--- src/rtl/share_mem_arbiter_if.sv ---
// Bundle of requester-side and memory-side signals for the shared-memory arbiter.
// The arbiter uses the slave view; the requesters and memory use the master view.
interface share_mem_arbiter_if #(
  parameter int NREQ = 4,
  parameter int AW   = 8,
  parameter int DW   = 32
);
  logic [NREQ-1:0]    req;
  logic [NREQ-1:0]    req_we;
  logic [NREQ*AW-1:0] req_addr;
  logic [NREQ*2-1:0]  req_len;
  logic [NREQ*DW-1:0] req_wdata;
  logic [NREQ-1:0]    gnt;
  logic [NREQ-1:0]    beat;
  logic [NREQ-1:0]    rvalid;
  logic [DW-1:0]      rdata;
  logic               mem_en;
  logic               mem_we;
  logic [AW-1:0]      mem_addr;
  logic [DW-1:0]      mem_wdata;
  logic [DW-1:0]      mem_rdata;
  logic               busy;
  logic [1:0]         owner;

  modport slave (
    input  req, req_we, req_addr, req_len, req_wdata, mem_rdata,
    output gnt, beat, rvalid, rdata, mem_en, mem_we, mem_addr, mem_wdata, busy, owner
  );

  modport master (
    output req, req_we, req_addr, req_len, req_wdata, mem_rdata,
    input  gnt, beat, rvalid, rdata, mem_en, mem_we, mem_addr, mem_wdata, busy, owner
  );
endinterface

--- src/rtl/share_mem_arbiter.sv ---
// Round-robin arbiter granting one requester at a time a 1..4 beat burst
// on a single memory port with 1-cycle read latency.
module share_mem_arbiter #(
  parameter int NREQ = 4,
  parameter int AW   = 8,
  parameter int DW   = 32
) (
  input  logic clk,
  input  logic rst,
  share_mem_arbiter_if.slave bus
);

  typedef enum logic {IDLE = 1'b0, BURST = 1'b1} state_t;

  state_t        state_q, state_d;
  logic [1:0]    last_q, last_d;
  logic [1:0]    owner_q, owner_d;
  logic          we_q, we_d;
  logic [AW-1:0] addr_q, addr_d;
  logic [1:0]    len_q, len_d;
  logic [1:0]    cnt_q, cnt_d;
  logic          rv_q, rv_d;
  logic [1:0]    rv_owner_q, rv_owner_d;

  logic          found;
  logic [1:0]    win;
  logic [1:0]    idx;

  always_ff @(posedge clk) begin
    if (rst) begin
      state_q    <= IDLE;
      last_q     <= 2'(NREQ - 1);
      owner_q    <= 2'd0;
      we_q       <= 1'b0;
      addr_q     <= '0;
      len_q      <= 2'd0;
      cnt_q      <= 2'd0;
      rv_q       <= 1'b0;
      rv_owner_q <= 2'd0;
    end else begin
      state_q    <= state_d;
      last_q     <= last_d;
      owner_q    <= owner_d;
      we_q       <= we_d;
      addr_q     <= addr_d;
      len_q      <= len_d;
      cnt_q      <= cnt_d;
      rv_q       <= rv_d;
      rv_owner_q <= rv_owner_d;
    end
  end

  always_comb begin
    state_d    = state_q;
    last_d     = last_q;
    owner_d    = owner_q;
    we_d       = we_q;
    addr_d     = addr_q;
    len_d      = len_q;
    cnt_d      = cnt_q;
    rv_d       = 1'b0;
    rv_owner_d = owner_q;
    found      = 1'b0;
    win        = 2'd0;
    idx        = 2'd0;
    case (state_q)
      IDLE: begin
        // search starts one past the last winner; k=4 wraps back to it
        for (int k = 1; k <= NREQ; k++) begin
          idx = last_q + 2'(k);
          if (!found && bus.req[idx]) begin
            found = 1'b1;
            win   = idx;
          end
        end
        if (found) begin
          state_d = BURST;
          owner_d = win;
          last_d  = win;
          we_d    = bus.req_we[win];
          addr_d  = bus.req_addr[int'(win)*AW +: AW];
          len_d   = bus.req_len[int'(win)*2 +: 2];
          cnt_d   = 2'd0;
        end
      end
      BURST: begin
        rv_d       = ~we_q;
        rv_owner_d = owner_q;
        if (cnt_q == len_q) begin
          state_d = IDLE;
          cnt_d   = 2'd0;
          owner_d = 2'd0;
        end else begin
          cnt_d = cnt_q + 2'd1;
        end
      end
      default: state_d = IDLE;
    endcase
  end

  // outputs are forced quiet while rst is high, even before the reset edge lands
  always_comb begin
    bus.gnt       = '0;
    bus.beat      = '0;
    bus.rvalid    = '0;
    bus.rdata     = '0;
    bus.mem_en    = 1'b0;
    bus.mem_we    = 1'b0;
    bus.mem_addr  = '0;
    bus.mem_wdata = '0;
    bus.busy      = 1'b0;
    bus.owner     = 2'd0;
    if (!rst) begin
      if (state_q == BURST) begin
        bus.gnt[owner_q]  = (cnt_q == 2'd0);
        bus.beat[owner_q] = 1'b1;
        bus.mem_en        = 1'b1;
        bus.mem_we        = we_q;
        bus.mem_addr      = addr_q + AW'(cnt_q);
        bus.mem_wdata     = bus.req_wdata[int'(owner_q)*DW +: DW];
        bus.busy          = 1'b1;
        bus.owner         = owner_q;
      end
      if (rv_q) begin
        bus.rvalid[rv_owner_q] = 1'b1;
        bus.rdata              = bus.mem_rdata;
      end
    end
  end

endmodule

--- src/flat_wrapper.sv ---
// flat-port wrapper written by rule: the top's interface ports become plain ports
module share_mem_arbiter_flat 
#(
  parameter int NREQ = 4,
  parameter int AW   = 8,
  parameter int DW   = 32
)
  (clk, rst, bus_req, bus_req_we, bus_req_addr, bus_req_len, bus_req_wdata, bus_mem_rdata, bus_gnt, bus_beat, bus_rvalid, bus_rdata, bus_mem_en, bus_mem_we, bus_mem_addr, bus_mem_wdata, bus_busy, bus_owner);
  share_mem_arbiter_if #(.NREQ(NREQ), .AW(AW), .DW(DW)) bus_i ();
  input  logic clk;
  input  logic rst;
  input wire logic [$bits(bus_i.req)-1:0] bus_req;
  input wire logic [$bits(bus_i.req_we)-1:0] bus_req_we;
  input wire logic [$bits(bus_i.req_addr)-1:0] bus_req_addr;
  input wire logic [$bits(bus_i.req_len)-1:0] bus_req_len;
  input wire logic [$bits(bus_i.req_wdata)-1:0] bus_req_wdata;
  input wire logic [$bits(bus_i.mem_rdata)-1:0] bus_mem_rdata;
  output wire logic [$bits(bus_i.gnt)-1:0] bus_gnt;
  output wire logic [$bits(bus_i.beat)-1:0] bus_beat;
  output wire logic [$bits(bus_i.rvalid)-1:0] bus_rvalid;
  output wire logic [$bits(bus_i.rdata)-1:0] bus_rdata;
  output wire logic [$bits(bus_i.mem_en)-1:0] bus_mem_en;
  output wire logic [$bits(bus_i.mem_we)-1:0] bus_mem_we;
  output wire logic [$bits(bus_i.mem_addr)-1:0] bus_mem_addr;
  output wire logic [$bits(bus_i.mem_wdata)-1:0] bus_mem_wdata;
  output wire logic [$bits(bus_i.busy)-1:0] bus_busy;
  output wire logic [$bits(bus_i.owner)-1:0] bus_owner;
  assign bus_i.req = bus_req;
  assign bus_i.req_we = bus_req_we;
  assign bus_i.req_addr = bus_req_addr;
  assign bus_i.req_len = bus_req_len;
  assign bus_i.req_wdata = bus_req_wdata;
  assign bus_i.mem_rdata = bus_mem_rdata;
  assign bus_gnt = bus_i.gnt;
  assign bus_beat = bus_i.beat;
  assign bus_rvalid = bus_i.rvalid;
  assign bus_rdata = bus_i.rdata;
  assign bus_mem_en = bus_i.mem_en;
  assign bus_mem_we = bus_i.mem_we;
  assign bus_mem_addr = bus_i.mem_addr;
  assign bus_mem_wdata = bus_i.mem_wdata;
  assign bus_busy = bus_i.busy;
  assign bus_owner = bus_i.owner;
  share_mem_arbiter #(.NREQ(NREQ), .AW(AW), .DW(DW)) u_core (.clk(clk), .rst(rst), .bus(bus_i));
endmodule
--- config.mk ---
export PLATFORM = sky130hd
export DESIGN_NAME = share_mem_arbiter_flat
export DESIGN_NICKNAME = d
export VERILOG_FILES = /design/src/rtl/share_mem_arbiter_if.sv /design/src/rtl/share_mem_arbiter.sv /design/src/flat_wrapper.sv
export SDC_FILE = /design/constraint.sdc
export NUM_CORES = 1
export LEC_CHECK = 0
export ABC_AREA = 0
export BUFFER_PORTS_ARGS = -buffer_cell sky130_fd_sc_hd__buf_2
export CAP_MARGIN = 15
export CORE_AREA = 2 2 117 119
export CTS_CLUSTER_SIZE = 12
export DETAILED_ROUTE_END_ITERATION = 7
export DIE_AREA = 0 0 119 121
export PLACE_DENSITY_LB_ADDON = 0.05
export SETUP_SLACK_MARGIN = 0.15
export SLEW_MARGIN = 20
export SYNTH_ARGS = -nofsm -noshare
export SYNTH_HDL_FRONTEND = slang
export SYNTH_SLANG_ARGS = --single-unit
--- constraint.sdc ---
create_clock -name clk -period 3.9 [get_ports clk]
set_input_delay 0.39 -clock clk [delete_from_list [all_inputs] [get_ports clk]]
set_output_delay 0.39 -clock clk [all_outputs]
set_load 0.01 [all_outputs]
**Word-level counts from Yosys, hierarchy flattened**

Cells that the tools add are included.

- $add $sub $neg: 5
- Order comparisons: 9
- Equality and inequality tests: 3
- Shifts and indexed selects: 3
- Multiplexer cells: 54
- Bitwise gates (word level): 3
- Reductions and logical operators: 12

Operator list:

| operator | count |
|---|---|
| 32-bit two-way mux | 4 |
| 128-bit by 8-bit indexed part select with 32-bit output | 1 |
| 32-bit by 6-bit indexed part select with 8-bit output | 1 |
| 4-bit two-way mux | 6 |
| 2-bit two-way mux | 11 |
| 2-bit by 3-bit < comparator with 1-bit output, second input constant | 7 |
| 1-bit two-way mux | 21 |
| 8-bit two-way mux | 2 |
| 1-bit binary-select mux with 2-bit select | 5 |
| 8-bit by 2-bit adder with 8-bit output | 1 |
| 2-bit case mux with 2 select lines | 2 |
| 8-bit by 4-bit indexed part select with 2-bit output | 1 |
| 1-bit logical AND | 5 |
| 2-bit by 1-bit adder with 2-bit output, second input constant | 2 |
| 2-bit adder, second input constant | 2 |
| 4-bit bitwise AND | 1 |
| 1-bit demux with 2-bit select | 2 |
| 2-bit by 1-bit greater-or-equal comparator with 1-bit output, second input constant | 2 |
| 2-bit AND reduction | 2 |
| 1-bit zero test | 3 |
| 2-bit == test | 1 |
| 2-bit zero test | 1 |
| 2-bit by 1-bit inequality test with 1-bit output, second input constant | 1 |
| 2-bit inequality test, second input constant | 1 |
| other kinds (3) | 4 |

- Register bits: 21
- Input bits: 210
- Output and inout bits: 89

**Depth between registers and ports, before layout**

Gate-level depths: netlist of run 1.

- Word-level depth: 19
- Gate-level depth with buffers: 7
- Gate-level depth less buffers: 6

**Least setup slack after synthesis of run 1**

Ideal clock, no wire load.

- Path type: in2out
- From: in rst
- To: out bus_gnt[1]
- Arrival time: 1.391 ns
- Required time: 3.510 ns
- Setup slack: 2.119 ns
- Cell stages on the path: 7
- Path buffers: 1
- Path through: inv_1 -> nand2_1 -> inv_1 -> clkbuf_1 -> nand2_1 -> nor2_1 -> and2_1

- Word-level cells in the longest chain between the ends: 1

Ends and longest elaborated chain:

| element | RTL line | text |
|---|---|---|
| start: declaration | flat_wrapper.sv:11 | `input logic rst;` |
| 4-bit two-way mux | share_mem_arbiter.sv:113 | `if (!rst) begin` |
| end: declaration | flat_wrapper.sv:18 | `output wire logic [$bits(bus_i.gnt)-1:0] bus_gnt;` |

No other way between the ends.

**Worst setup path after layout of run 1**

- From: reg u_core.owner_q[0]
- To: out bus_mem_wdata[11]

- Word-level cells in the longest chain between the ends: 3

Ends and longest elaborated chain:

| element | RTL line | text |
|---|---|---|
| start: declaration | share_mem_arbiter.sv:17 | `logic [1:0] owner_q, owner_d;` |
| start signal: assignment | share_mem_arbiter.sv:43 | `owner_q <= owner_d;` |
| 128-bit by 8-bit indexed part select with 32-bit output | share_mem_arbiter.sv:120 | `bus.mem_wdata = bus.req_wdata[int'(owner_q)*DW +: DW];` |
| 32-bit two-way mux | share_mem_arbiter.sv:114 | `if (state_q == BURST) begin` |
| 32-bit two-way mux | share_mem_arbiter.sv:113 |  |
| end: declaration | flat_wrapper.sv:25 | `output wire logic [$bits(bus_i.mem_wdata)-1:0] bus_mem_wdata;` |

No other way between the ends.

==> metrics.md, run 1 <==
| Metric | Value |
|---|---|
| Status | `complete, no violations` |
| Area contributors post-synth | `mux4_2 26%, and2_1 16%, dfxtp_1 15%, o211ai_2 4.5%, mux2i_1 3.9%` |
| H-tree lvl count | `1` |
| Number of hold buffers added after CTS | `0` |
| Ratio of cells with drive above 1 in the final layout | `0.608` |
| DRT iter0 DRCs | `90` |
| Post-synth ARST share | `0` |
| Via density | `approximately 4.5` |
| Worst Hold Class | `input pin to register` |
| Post-synthesis cell count | `313` |
| Kind of end point of the critical path | `output port` |
| Worst Setup SP | `u_core.owner_q[0]` |
| Max_cap viols | `0` |
| Pwr dens | `224 nW/um^2` |
| # rows | `42` |
| Startpoint types | `register` |
| Final period util | `0.629` |
| Core Util, Final | `0.346` |
| Setup CP Type | `register to output port` |
| Post-synth top area share | `0.257` |
| Final TNS setup | `0 ns` |
| Worst Path Max Fanout | `15` |
| Avg WL per Cell | `roughly 17 um` |
| Die Area | `~14000 um^2` |
| Vias in the first global route | `roughly 3500` |
| Clk_skew | `~0.0018 ns` |
| Most frequent cells in the layout | `298 x buf_2, 70 x and2_1, 32 x mux4_2` |
| Largest net degree at the start of global routing | `39` |
| Slew at the pin with the worst max-slew slack | `roughly 0.92 ns` |
| Adder-Cell Fraction of Synth Area | `0.0205` |
| Layout Area Growth over Synthesis | `61.3%` |
| IO Pins | `between 200 and 300` |
| RSZ-0062 raised after global routing | `false` |
| DRC | `0` |
| Ys flop type | `dfxtp_1` |
| P_leak | `2.46 nW` |
| Post-CTS sizing | `0` |
| Post-Synth Simple-Gate Area | `0.300` |
| Post-synth EDFFs | `0` |
| Clock tree from TritonCTS | `built` |
| Detailed Place HPWL | `between 10000 and 15000 um` |
| Clk Tree Root Cell | `clkbuf_16` |
| CTS buffer count | `3` |
| Die span in y | `approximately 120 um` |
| Total Routing Usage GR | `0.171` |
| Core area | `between 10000 and 15000 um^2` |
| Routed wire length | `roughly 13000 um` |
| Post-CTS Repair Setup Buffers | `0` |
| Post-Place Setup Slack | `between 1 and 1.5 ns` |
| Hold Path Origin | `bus_req_addr[20]` |
| GRT overflow | `0` |
| Yosys warns | `0` |
| Final min period | `2.45 ns` |
| Relative slew margins | `0.386` |
| Most common cell after layout, fill and taps aside | `buf_2` |
| Routed Antenna Nets | `0` |
| Endpoints failing hold | `0` |
| Hold depth | `3` |
| Starting Density | `0.214` |
| Max Slew Vio Count | `0` |
| Xor/xnor cell area share of the yosys netlist | `0.0219` |
| CP required | `approximately 3.5 ns` |
| First-pass GRT wire length | `between 15000 and 20000 um` |
| Distinct cells, synth | `45` |
| Syn Std Cell Area | `between 2000 and 3000 um^2` |
| Multiplexer area fraction after synthesis | `0.296` |
| GPL Wtd Cong | `0.957` |
| Clk Latency, worst-skew pair | `between 0.2 and 0.3 ns` |
| R2R cell count | `5` |
| Post-Syn Nets | `about 530` |
| Worst R2R Setup Slack | `around 1.7 ns` |
| Seq/Total Area, Yosys | `0.150` |
| Clock Pin Slew Worst Setup and Hold Paths | `0.06 ns` |
| Finish-stage setup viols | `0` |
| FF+latch count, synth | `21` |
| Port Buffers | `about 300` |
| Layout Nets | `about 800` |
| Final setup margin | `around 1.4 ns` |
| TritonRoute pass-1 iters | `4` |
| Finished Cell Area | `~4500 um^2` |
| Post-Place Cell Area | `4430 um^2` |
| Fmax achieved | `just over 0.4 GHz` |
| Initial antenna violation count | `6` |
| Synth Area in Compound Gates | `0.141` |
| CP arrival | `2.06 ns` |
| DR vias | `~3500` |
| Maximum vdd drop | `around 0.00012 V` |
| Reg2Reg Launch Point | `u_core.last_q[0]` |
| CTS Buffer Depth | `2` |
| Post-Syn Area per Cell | `8.95 um^2` |
| Sink Count | `21` |
| Post-synth top area cell | `mux4_2` |
| Largest family of logic cells by synthesized area | `simple AND/OR/NAND/NOR gates` |
| Die Wd | `around 120 um` |
registers in the layout (all words and copies together), names as in the netlist:
| signal | count |
|---|---|
| u_core.owner_q | 2 |
| u_core.addr_q | 8 |
| u_core.len_q | 2 |
| u_core.rv_owner_q | 2 |
| u_core.rv_q | 1 |
| u_core.last_q | 2 |
| u_core.state_q | 1 |
| u_core.we_q | 1 |
| u_core.cnt_q | 2 |
critical path: stages (launching register included):
cell and delay, ns:
dfxtp_2 0.53, buf_4 0.37, mux4_2 0.60, and2_1 0.18, buf_2 0.13
synth_stat cells (5+ instances only):
cell type and number:
and2_1 70, mux4_2 32, dfxtp_1 21, nand2_1 20
inv_1 18, clkbuf_1 17, nor2_1 15, and4_1 12
a31oi_1 11, mux2i_1 11, o211ai_2 10, o21ai_0 8
a21oi_1 5, and3_1 5, xor2_1 5
metal layers:
metal  part of all wire  vias up  global-route usage  wire (um)
met5             0.0013        -                   0         17
met4             0.0063        4              0.0454         80
met3              0.056        8              0.0277        717
met2               0.52      144               0.310       6610
met1               0.42     1616               0.210       5350
li1                   -     1701                   -          -
where the power goes:
group | total, W | internal [W] | switching, W
Clock | 0.000220 | 0.000139 | 0.0000805
Sequential | 0.000295 | 0.000245 | 0.0000500
Combinational | 0.000500 | 0.000280 | 0.000220
path summary, 6_finish.rpt:
check                      end
max          bus_mem_wdata[11]
min           u_core.addr_q[4]
max reg2reg   u_core.addr_q[2]
min reg2reg        u_core.rv_q
metrics by stage:
stage	hold slack (ns)	power, W	instances
floorplan	0.406	0.000599	313
global placement	0.461	0.000803	766
detailed placement	0.465	0.000809	766
CTS	0.435	0.00103	770
global route	0.433	0.00109	774
finish	0.430	0.00101	774
cell families after synthesis:
| family | count (synthesis) |
|---|---|
| adders and majority gates | 4 |
| muxes | 43 |
| DFF | 21 |
| and+or+nand+nor | 142 |
| buffers and inverters | 45 |
| xor gates and xnor gates | 7 |
| AOI/OAI and AO/OA | 51 |
area by class of cell:
cell class | instances | area (um^2)
tap | 176 | 220
clock buffer | 4 | 78.8
multi-input combinational | 247 | 2190
sequential | 21 | 423
inverter | 18 | 67.6
timing repair buffer | 304 | 1540
fill | 1421 | 8560
antenna | 4 | 10.0
Power figures use the tool's default switching activity.
==> inputs of run 2 (changes only) <==
ABC_AREA = 1   (was 0)
CORE_AREA = 2 2 115 117   (was 2 2 117 119)
DIE_AREA = 0 0 117 119   (was 0 0 119 121)
clock period = 2.4 ns   (was 3.9 ns; I/O delays follow)
==> run 2 against run 1 <==
Against the previous run: critical path depth increased by 4; non-clock buffer count increased by 8; cell count up 32%; synthesized cell count up 85%; register-to-register slack lost 1.2 ns; hold slack worse by 0.11 ns; flip-flop and latch count unchanged; die area is 3.3% lower; sequential power is 120% higher; clock skew grew 0.0014 ns; setup slack worse by 1.2 ns; highest routed layer is now met4.
==> metrics.md, run 2 <==
| Metric | Value |
|---|---|
| Status | `complete, no violations` |
| Number of hold buffers added after CTS | `0` |
| Max_cap viols | `0` |
| CP required | `2.16 ns` |
| # fillers | `between 1000 and 1500` |
| GPL Wtd Cong | `roughly 0.83` |
| Startpoint types | `register` |
| Final TNS setup | `0 ns` |
| Finish-stage setup viols | `0` |
| P_sw | `0.00275 W` |
| Post-Place Setup Slack | `approximately 0.26 ns` |
| Register share of total power | `0.136` |
| Antenna cells | `0` |
| Clock power share | `0.075` |
| Sink Count | `21` |
| Distinct cells, synth | `32` |
| TritonRoute pass-1 iters | `4` |
| Most common cell after layout, fill and taps aside | `buf_2` |
| Layout Area Growth over Synthesis | `51.7%` |
| Most frequent cells in the layout | `298 x buf_2, 117 x nand3_1, 113 x nand2_1` |
| Pwr dens | `approximately 970 nW/um^2` |
| Top-count cell post-synth | `nand3_1` |
| Final Power | `approximately 0.0048 W` |
| Post-synth top area share | `0.181` |
| Endpoints failing hold | `0` |
| Initial antenna violation count | `0` |
| Post-synth top area cell | `nand3_1` |
| Routed wire length | `14200 um` |
| Layout Nets | `1061` |
| Post-Syn Nets | `792` |
| Buf+Inv Stages, Crit Path | `1` |
| Seq/Total Area, Yosys | `0.130` |
| Internal power | `between 0.002 and 0.0025 W` |
| Clk_skew | `about 0.0032 ns` |
| Cell family with most CP delay | `adder cells` |
| Total Routing Usage GR | `0.189` |
| DR vias | `a little under 5000` |
| Die Area | `~14000 um^2` |
| Critical Path Max Stage Delay | `about 0.42 ns` |
| Die Wd | `approximately 120 um` |
| Clk Latency, worst-skew pair | `between 0.2 and 0.3 ns` |
| Max stage delay cell, worst path | `fa_1` |
| Detailed Place HPWL | `roughly 11000 um` |
| Clock Pin Slew Worst Setup and Hold Paths | `roughly 0.060 ns` |
| Final setup margin | `roughly 0.29 ns` |
| Kind of end point of the critical path | `output port` |
| Core Util, Final | `0.381` |
| IO Pins | `between 200 and 300` |
| P_leak | `~2.8 nW` |
| Setup CP Type | `register to output port` |
| Port Buffers | `298` |
| Vias in the first global route | `about 4500` |
| Starting Density | `0.252` |
| Largest net degree at the start of global routing | `41` |
| Post-synthesis cell count | `578` |
| CP arrival | `between 1.5 and 2 ns` |
| Avg WL per Cell | `between 10 and 15 um` |
| DRT iter0 DRCs | `between 200 and 250` |
| Yosys warns | `0` |
| # rows | `42` |
| Max Slew Vio Count | `0` |
| GRT overflow | `0` |
| Syn Std Cell Area | `3240 um^2` |
| DRC | `0` |
| Final period util | `0.881` |
| Max FFs per register | `8` |
| Post-CTS Repair Setup Buffers | `0` |
| Post-synth EDFFs | `0` |
| H-tree lvl count | `1` |
| Core area | `12900 um^2` |
| Critical Path, Cell by Cell | `ha_1 > fa_1 > nand2_1 > nor3_2 > nand2_1 > o21ai_0 > a21oi_1 > buf_2` |
| Die span in y | `approximately 120 um` |
| Layout Cells excl Fill | `approximately 1000` |
| Clk Tree Root Cell | `clkbuf_16` |
| FF+latch count, synth | `21` |
| Routed Antenna Nets | `0` |
| Worst path most repeated cell | `nand2_1` |
| Final min period | `approximately 2.1 ns` |
| Slew at the pin with the worst max-slew slack | `about 0.42 ns` |
| Most flop-heavy register | `u_core.addr_q` |
| Area contributors post-synth | `nand3_1 18%, nand2_1 13%, dfxtp_1 13%, inv_1 8.7%, a22oi_1 7.4%` |
| Logic pwr share | `0.789` |
| Sw Ratio | `0.575` |
| First-pass GRT wire length | `approximately 22000 um` |
| Top cells by count, synth | `117 x nand3_1, 113 x nand2_1, 75 x inv_1, 60 x nor2_1, 34 x a31oi_1` |
| Via density | `around 4.8` |
| Placed instance count | `approximately 1000` |
| Fmax achieved | `0.473 GHz` |
| Worst Hold Class | `input pin to register` |
| Clock tree from TritonCTS | `built` |
| Worst Path Max Fanout | `5` |
| Post-synth ARST share | `0` |
| CTS Buffer Depth | `2` |
| Ys flop type | `dfxtp_1` |
| Relative slew margins | `0.718` |
| Maximum vdd drop | `about 0.00041 V` |
| Post-Syn Area per Cell | `~5.6 um^2` |
| Ratio of cells with drive above 1 in the final layout | `0.423` |
| CTS buffer count | `3` |
| RSZ-0062 raised after global routing | `false` |
| Post-CTS sizing | `0` |
## run 2: cell types whose count changed after synthesis, sizes merged, moves of 23 or more
cell / change
and2: -70
inv: +63
a22oi: +31
nand3: +128
nor2: +47
a31oi: +23
nand2: +106
mux4: -32
## run 2: per-stage QoR
stage | hold slack (ns) | area, um^2
finish | 0.317 | 4910
global route | 0.362 | 4910
CTS | 0.313 | 4900
detailed placement | 0.443 | 4820
global placement | 0.444 | 4820
floorplan | 0.393 | 3240
## run 2: final timing paths
path	cells after the start	slack (ns)	end	startpoint
worst min register to register	1	0.44	u_core.rv_q	u_core.we_q
worst min-delay path	4	0.32	u_core.rv_q	rst
worst max register to register	13	0.47	u_core.addr_q[4]	u_core.last_q[1]
worst max-delay path	8	0.29	bus_mem_addr[6]	u_core.cnt_q[0]
## run 2: metal layers
metal  share of wire  track usage  vias up
li1                -            -     2455
met1            0.42        0.233     2224
met2            0.51        0.355      207
met3           0.070       0.0260       10
met4          0.0087       0.0191        0
met5               0            0        -
## run 2: final cells by class
type / instances / area (um^2) / share of cell area
Timing Repair Buffer: 312 / 1600 / 0.325
Multi-Input combinational cell: 427 / 2280 / 0.464
Inverter: 82 / 313 / 0.0637
Tap cell: 176 / 220 / 0.0448
Clock buffer: 3 / 75.1 / 0.0153
Sequential cell: 21 / 424 / 0.0864
Clock inverter: 1 / 5.00 / 0.00102
## run 2: worst register-to-register path, stage by stage, from the launching register on
cell,delay [ns]
dfxtp_1,0.46
inv_2,0.12
nand2_1,0.09
nand2_2,0.08
nand2_1,0.07
nand2_2,0.08
nand2_2,0.08
nand3_1,0.08
nand2_2,0.34
nand3_1,0.15
nand3_2,0.10
nand3_1,0.08
nand2_1,0.07
inv_1,0.03
## run 2: power by group through the flow
stage                     registers, W  clock network (W)  logic, W
after CTS                     0.000649           0.000370   0.00379
final                         0.000650           0.000358   0.00377
after global placement        0.000653                  0   0.00375
after global routing          0.000673           0.000383   0.00426
after floorplan               0.000569                  0   0.00309
after detailed placement      0.000653                  0   0.00378
## run 2: logic make-up after synthesis
kind of cell | after synthesis | synth area share
XOR/XNOR | 2 | 0.00541
buffers and inverters | 130 | 0.172
flip-flops | 21 | 0.130
AND/OR/NAND/NOR | 334 | 0.497
adder cells (fa/ha/maj) | 4 | 0.0178
AO/OA/AOI/OAI | 87 | 0.177
==> inputs of run 3 (changes only) <==
CELL_PAD_IN_SITES_DETAIL_PLACEMENT = 1   (was default)
CELL_PAD_IN_SITES_GLOBAL_PLACEMENT = 2   (was default)
CORE_AREA = default   (was 2 2 115 117)
CORE_UTILIZATION = 16   (was default)
DIE_AREA = default   (was 0 0 117 119)
==> run 3 against run 2 <==
Against the previous run: clock power rose by 2%; largest cell class unchanged; via count fell by 0.27%; setup slack improved by 0.070 ns; final area rose by 2.6%.
==> metrics.md, run 3 (same netlist as run 2, synthesis figures left out) <==
| Metric | Value |
|---|---|
| Detailed Place HPWL | `between 10000 and 15000 um` |
| Met2 Use GR | `0.313` |
| Met3 usage | `0.0258` |
| CP required | `about 2.2 ns` |
| GPL Wtd Cong | `~0.73` |
| Max Slew Vio Count | `0` |
| Final setup margin | `~0.36 ns` |
| Internal power | `0.00206 W` |
| Number of hold buffers added after CTS | `0` |
| Total Routing Usage GR | `0.153` |
| R2R cell count | `13` |
| Initial antenna violation count | `0` |
| Met1 usage | `0.168` |
| Pwr dens | `985 nW/um^2` |
| Core area | `19700 um^2` |
| Port Buffers | `298` |
| Finish-stage setup viols | `0` |
| Die Area | `approximately 21000 um^2` |
| Clock tree from TritonCTS | `built` |
| Startpoint types | `register` |
| Post-Place Setup Slack | `between 0.15 and 0.2 ns` |
| Worst R2R Setup Slack | `roughly 0.4 ns` |
| Hold Path Origin | `bus_req_len[4]` |
| Kind of end point of the critical path | `output port` |
| Final min period | `about 2.0 ns` |
| Most flop-heavy register | `u_core.addr_q` |
| P_leak | `around 2.8 nW` |
| Clk_skew | `about 0.0075 ns` |
| DRC | `0` |
| Maximum vdd drop | `around 0.00032 V` |
| Endpoints failing hold | `0` |
| Largest net degree at the start of global routing | `55` |
| Layout Area Growth over Synthesis | `55.6%` |
| Core Util, Final | `0.256` |
| Setup CP Type | `register to output port` |
| Clk Latency, worst-skew pair | `approximately 0.26 ns` |
| Status | `complete, no violations` |
| Worst Hold Class | `input pin to register` |
| H-tree lvl count | `1` |
| Via density | `between 4 and 5` |
| DRT iter0 DRCs | `104` |
| Vias in the first global route | `~4800` |
| Worst Path Max Fanout | `5` |
| Layout Nets | `approximately 1100` |
| Hold Path End | `u_core.len_q[0]` |
| CTS Buffer Depth | `2` |
| First-pass GRT wire length | `around 25000 um` |
| Hold depth | `7` |
| TritonRoute pass-1 iters | `6` |
| Die span in y | `between 100 and 150 um` |
| Final period util | `0.852` |
| Max FFs per register | `8` |
| CTS buffer count | `3` |
| Final TNS setup | `0 ns` |
| RSZ-0062 raised after global routing | `false` |
| Most common cell after layout, fill and taps aside | `buf_2` |
| Sink Count | `21` |
| Starting Density | `0.165` |
| DR vias | `4883` |
| Reg2Reg Launch Point | `u_core.last_q[1]` |
| Logic pwr share | `0.799` |
| GRT overflow | `0` |
| Relative slew margins | `0.629` |
| Placed instance count | `1108` |
| Post-CTS Repair Setup Buffers | `0` |
| Crit Reg-Reg Endpoint | `u_core.addr_q[7]` |
| Avg WL per Cell | `approximately 15 um` |
| Post-CTS sizing | `0` |
| # rows | `a little over 50` |
| Max_cap viols | `0` |
| Slew at the pin with the worst max-slew slack | `about 0.56 ns` |
| Register share of total power | `0.128` |
| Fmax achieved | `0.489 GHz` |
| Die Wd | `144 um` |
| Sw Ratio | `0.586` |
| CP arrival | `1.80 ns` |
| IO Pins | `~300` |
| Routed wire length | `~17000 um` |
| Clk Tree Root Cell | `clkbuf_16` |
| Most frequent cells in the layout | `298 x buf_2, 117 x nand3_1, 113 x nand2_1` |
| Ratio of cells with drive above 1 in the final layout | `0.426` |
| Global route hottest layer | `met2` |
| Antenna cells | `0` |
| Clock power share | `0.073` |
| Layout Cells excl Fill | `1112` |
| Routed Antenna Nets | `0` |
| P_sw | `0.00291 W` |
| Clock Pin Slew Worst Setup and Hold Paths | `about 0.06 ns` |
[run 3: per-layer routing]
layer | wire, um | vias to the layer above
met5 | 0 | -
met4 | 52 | 0
met3 | 1100 | 4
met2 | 9390 | 153
met1 | 6690 | 2271
li1 | - | 2455
[run 3: worst max-delay path by stage]
stage	slack [ns]	start	depth (start not counted)	to
finish	0.36	u_core.cnt_q[0]	8	bus_mem_addr[6]
floorplan	0.54	u_core.state_q	5	bus_beat[1]
CTS	0.17	u_core.last_q[0]	13	u_core.addr_q[7]
global placement	0.24	u_core.last_q[0]	14	u_core.addr_q[6]
global route	0.16	u_core.last_q[1]	12	u_core.addr_q[1]
detailed placement	0.18	u_core.last_q[0]	13	u_core.addr_q[7]
[run 3: metrics by stage]
| stage | hold slack (ns) | cell area [um^2] | total power [W] |
|---|---|---|---|
| after CTS | 0.380 | 5010 | 0.00505 |
| after floorplan | 0.393 | 3240 | 0.00366 |
| after detailed placement | 0.466 | 4930 | 0.00466 |
| after global placement | 0.481 | 4930 | 0.00461 |
| after global routing | 0.401 | 5040 | 0.00554 |
| final | 0.376 | 5040 | 0.00496 |
[run 3: cell type report]
| type | instances | area [um^2] |
|---|---|---|
| Fill cell | 2622 | 14600 |
| Multi-Input combinational cell | 427 | 2290 |
| Timing Repair Buffer | 313 | 1600 |
| Sequential cell | 21 | 424 |
| Tap cell | 265 | 332 |
| Inverter | 82 | 313 |
| Clock buffer | 3 | 75.1 |
| Clock inverter | 1 | 5.00 |
[run 3: power by group through the flow]
stage	Combinational [W]	Clock (W)	Sequential, W
after global placement	0.00397	0	0.000642
after CTS	0.00403	0.000384	0.000635
after global routing	0.00448	0.000396	0.000662
after detailed placement	0.00402	0	0.000643
final	0.00396	0.000364	0.000635
after floorplan	0.00309	0	0.000569
[run 3: worst max-delay path, cell delays in order, from the launching register on]
cell and delay [ns]:
dfxtp_2 0.35, ha_1 0.24, fa_2 0.36, nand2_1 0.12
nor3_2 0.05, nand2_1 0.07, o21ai_0 0.08, a21oi_1 0.14
buf_2 0.15
